### config.mk
export PLATFORM = sky130hd
export DESIGN_NAME = binary_mul_acc_3_uni
export DESIGN_NICKNAME = d
export VERILOG_FILES = /design/src/rtl/binary_mul_acc_3_uni.sv
export SDC_FILE = /design/constraint.sdc
export NUM_CORES = 1
export LEC_CHECK = 0
export CELL_PAD_IN_SITES_DETAIL_PLACEMENT = 2
export CELL_PAD_IN_SITES_GLOBAL_PLACEMENT = 2
export CORE_UTILIZATION = 30
export CTS_CLUSTER_DIAMETER = 60
export DETAILED_ROUTE_END_ITERATION = 8
export PLACE_DENSITY = 0.81
export SKIP_CTS_REPAIR_TIMING = 1
export SKIP_LAST_GASP = 1
export SLEW_MARGIN = 25
export SYNTH_ARGS = -nofsm -noshare
export SYNTH_HDL_FRONTEND = slang
export SYNTH_SLANG_ARGS = --single-unit
### constraint.sdc
create_clock -name clk -period 2.3 [get_ports clk]
set_clock_uncertainty 0.2 [all_clocks]
set_input_delay 0.46 -clock clk [delete_from_list [all_inputs] [get_ports clk]]
set_output_delay 0.46 -clock clk [all_outputs]
set_load 0.01 [all_outputs]
### src/rtl/binary_mul_acc_3_uni.sv
// rtl/binary_mul_acc_3_uni.sv - frame accumulator for a pipelined multiplier's products
module binary_mul_acc_3_uni #(
  parameter int LATENCY = 4,
  parameter int DEPTH   = 8,
  parameter int P_W     = 6,
  parameter int SUM_W   = P_W + $clog2(DEPTH)
) (
  input  logic             clk,
  input  logic             rst_n,
  input  logic             en,
  input  logic             in_valid,
  input  logic [P_W-1:0]   P,
  input  logic             start,
  input  logic             out_ready,
  output logic [SUM_W-1:0] sum,
  output logic             out_valid,
  output logic             busy,
  output logic             drop
);

  localparam int CNT_W = $clog2(DEPTH);
  localparam logic [CNT_W-1:0] CNT_LAST = CNT_W'(DEPTH - 1);

  typedef enum logic [1:0] {
    IDLE = 2'd0,
    ACC  = 2'd1,
    DONE = 2'd2
  } state_t;

  state_t           state;
  logic [LATENCY-1:0] vld_sr;
  logic             pv;
  logic             p_ok;
  logic [CNT_W-1:0] cnt;
  logic [SUM_W-1:0] acc;
  logic [SUM_W-1:0] p_ext;
  logic [SUM_W-1:0] acc_next;

  // The shift line mirrors the multiplier pipeline, so its last stage marks
  // the cycle in which P carries the product of a presented operand pair.
  assign pv       = vld_sr[LATENCY-1];
  assign p_ok     = pv & en;
  assign p_ext    = {{(SUM_W-P_W){1'b0}}, P};
  assign acc_next = acc + p_ext;

  generate
    if (LATENCY == 1) begin : g_sr_single
      // Single-stage valid line: advances with the multiplier enable.
      always_ff @(posedge clk or negedge rst_n) begin
        if (!rst_n) begin
          vld_sr <= '0;
        end else if (en) begin
          vld_sr[0] <= in_valid;
        end
      end
    end else begin : g_sr_multi
      // Multi-stage valid line: advances with the multiplier enable.
      always_ff @(posedge clk or negedge rst_n) begin
        if (!rst_n) begin
          vld_sr <= '0;
        end else if (en) begin
          vld_sr <= {vld_sr[LATENCY-2:0], in_valid};
        end
      end
    end
  endgenerate

  // Frame control: accumulate DEPTH aligned products, present the sum, and
  // flag any aligned product that arrives while no frame is collecting.
  // A product arriving together with a frame-opening start is still a
  // discard, so the drop set is written last and overrides the clear.
  always_ff @(posedge clk or negedge rst_n) begin
    if (!rst_n) begin
      state     <= IDLE;
      cnt       <= '0;
      acc       <= '0;
      sum       <= '0;
      out_valid <= 1'b0;
      busy      <= 1'b0;
      drop      <= 1'b0;
    end else if (en) begin
      case (state)
        IDLE: begin
          if (start) begin
            state <= ACC;
            busy  <= 1'b1;
            acc   <= '0;
            cnt   <= '0;
            drop  <= 1'b0;
          end
          if (p_ok) begin
            drop <= 1'b1;
          end
        end

        ACC: begin
          if (p_ok) begin
            acc <= acc_next;
            if (cnt == CNT_LAST) begin
              sum       <= acc_next;
              out_valid <= 1'b1;
              busy      <= 1'b0;
              cnt       <= '0;
              state     <= DONE;
            end else begin
              cnt <= cnt + 1'b1;
            end
          end
        end

        DONE: begin
          if (out_ready) begin
            out_valid <= 1'b0;
            if (start) begin
              state <= ACC;
              busy  <= 1'b1;
              acc   <= '0;
              cnt   <= '0;
              drop  <= 1'b0;
            end else begin
              state <= IDLE;
            end
          end
          if (p_ok) begin
            drop <= 1'b1;
          end
        end

        default: begin
          state     <= IDLE;
          out_valid <= 1'b0;
          busy      <= 1'b0;
        end
      endcase
    end
  end

endmodule

==> impl_metrics.json <==
{
  "status": "finished, final reports clean",
  "hold-path-cell-count": 2,
  "path_depth": 6,
  "rsz0062_at_grt": "false",
  "antenna_found_initial": 0,
  "slowest_stage": "or4b_1",
  "fin_ws_ps": 38.2,
  "cp_data_required_time_ps": 2320,
  "clk_pin_slew_ps": 60,
  "cp_top_family": "simple AND/OR/NAND/NOR gates",
  "dp_hpwl_mm": 3.17,
  "final_common_cell": "dfrtp_1",
  "post-place-ws_ps": -452,
  "maxCapViolCount": 0,
  "worstPathBufferInverterCount": 1,
  "dieWidth_um": 74.3,
  "rows": 25,
  "cp.arrival_ps": 2280,
  "first_pass_iters": 4,
  "cts_num_sinks": 30,
  "avgSynthCellArea_um2": 11.0,
  "cp-start-kind": "input pin",
  "h-tree-depth": 2,
  "yosys_warnings": 0,
  "fillers": 524,
  "gp_congestion": 0.775,
  "routed_wl_mm": 4.40,
  "synth.distinct_cells": 41,
  "cts_tree": "built",
  "syn-instance-count": 143,
  "synth_edf_count": 0,
  "r2r_cells": 7,
  "core_area_um2": 4880,
  "power.leakage_nw": 0.933,
  "io_buffers": 23,
  "fin_crit_sh": 0.983,
  "synth_area_um2": 1570,
  "multi_input_area_um2": 822,
  "first_global_vias": 1494,
  "drcViolationCount": 0,
  "crit_path_frequent_cell": "nand3_1",
  "endpoint_kind": "register",
  "final_nets": 202,
  "stdcell_area_um2": 2100,
  "ys_ff_latch": 30,
  "io-pin-count": 24,
  "seq_area_frac_synth": 0.478,
  "max_stage_delay_ps": 470,
  "groute.usage.overall": 0.179,
  "synthArstFlopShare": 1.00,
  "grt_overflow_total": 0,
  "routed-via-count": 1294,
  "place_area_um2": 1950,
  "finalSetupViolCount": 0,
  "die-area_um2": 5520,
  "avgViaCountPerCell": 5.20,
  "seqCellArea_um2": 751,
  "clockRootBuffer": "clkbuf_8",
  "max_freq_mhz": 442,
  "crit_chain": "clkdlybuf4s50_1 -> ha_1 -> nand3_1 -> o211ai_4 -> or4b_1 -> nand3_1",
  "max-slew-margin-rel": 0.736,
  "synth-main-ff-cell": "dfrtp_1",
  "syn-num-nets": 164,
  "hold_viol": 0,
  "drive_gt1_frac": 0.214,
  "crit_fanout": 5,
  "worstMarginPinSlew_ps": 397,
  "syn_to_final_growth_pct": 34.1,
  "slew_violations": 0,
  "initial_core_util": 0.322,
  "setup_tns_ps": 0,
  "die_h_um": 74.3,
  "grt_pass1_wl_mm": 7.17,
  "hold_slack_ps": 291,
  "drt_iter0_markers": 21,
  "worstSetupPathType": "input pin to register",
  "drt.antenna.violating_nets": 0,
  "fin_util": 0.431,
  "cts_buffers": 5,
  "p_per_area_nw_per_um2": 941,
  "grt_max_degree": 31,
  "hold_path_class": "register to register",
  "antenna_cells": 0,
  "insertion_delay_ps": 280,
  "min_period_ps": 2260,
  "ir_worst_vdd_mv": 0.343,
  "cts_max_path_buffers": 2,
  "final_cell_mix": "dfrtp_1, clkdlybuf4s50_1, buf_4",
  "wl_per_cell_um": 17.7
}
[worst register-to-register path: stages (launching register included)]
cell and delay, ps:
dfrtp_1 400, ha_2 220, fa_2 430, a21oi_4 200, o211ai_4 130, buf_6 160, o211ai_1 180, a22o_1 170
[sequential cells by signal, summed over array words and instances (netlist names)]
| signal | flops |
|---|---|
| vld_sr | 4 |
| acc | 9 |
| sum | 9 |
| cnt | 3 |
| state | 2 |
| out_valid | 1 |
| busy | 1 |
| drop | 1 |
[Yosys cell counts (2+ instances only)]
master	number	area (µm²)
mux2_2	9	101
and2_1	3	18.8
a211oi_1	2	15.0
nand3_1	7	35.0
o211ai_1	2	15.0
a22o_1	7	61.3
buf_2	2	10.0
ha_1	8	100
dfrtp_1	30	751
a21o_1	3	22.5
o21a_1	2	15.0
nand2b_1	2	12.5
xnor2_1	3	26.3
inv_1	6	22.5
nor2_1	4	15.0
o21ai_0	12	60.1
a21oi_1	8	40.0
a311o_1	2	20.0
nand2_1	7	26.3
nor3_1	2	10.0
a32o_1	2	20.0
[kinds of logic after synthesis]
kind of cell | count (synthesis) | share of synthesized area
DFF | 30 | 0.478
muxes | 9 | 0.0646
AOI/OAI and AO/OA | 48 | 0.219
adders and majority gates | 9 | 0.0766
buffers and inverters | 11 | 0.0311
xor gates and xnor gates | 4 | 0.0223
and+or+nand+nor | 32 | 0.108
[layer usage]
metal | part of all wire | global-route usage | wire length, µm
met5 | 0 | 0 | 0
met3 | 0.042 | 0.0556 | 183
met4 | 0.013 | 0.0608 | 59
met2 | 0.53 | 0.331 | 2330
met1 | 0.41 | 0.191 | 1820
[stage by stage]
step / instances / power (mW)
finish: 249 / 1.98
floorplan: 143 / 1.16
global route: 249 / 2.11
global placement: 241 / 1.39
detailed placement: 241 / 1.46
CTS: 249 / 1.92
[final cells by class]
cell class,instances,area share
Multi-Input combinational cell,102,0.391
Sequential cell,30,0.357
Timing Repair Buffer,36,0.159
Clock buffer,7,0.0410
Tap cell,67,0.0398
Inverter,6,0.0107
Clock inverter,1,0.00238
[worst paths after layout]
| check | slack, ps | end | start |
|---|---|---|---|
| min in group asynchronous | 370 | sum[2] | rst_n |
| max in group asynchronous | 1240 | sum[7] | rst_n |
| hold / removal | 290 | sum[2] | sum[2] |
| setup reg to reg | 170 | acc[6] | acc[0] |
| setup / recovery | 40 | sum[8] | P[4] |
| hold reg to reg | 290 | sum[2] | sum[2] |
[power breakdown]
part           total [mW]  internal (mW)  leakage, nW  switching [mW]
clock               0.434          0.241       0.0482           0.193
sequential          0.743          0.632        0.392           0.111
combinational       0.805          0.398        0.493           0.407
total                1.98           1.27        0.933           0.711
(Power assumes the default switching activity.)
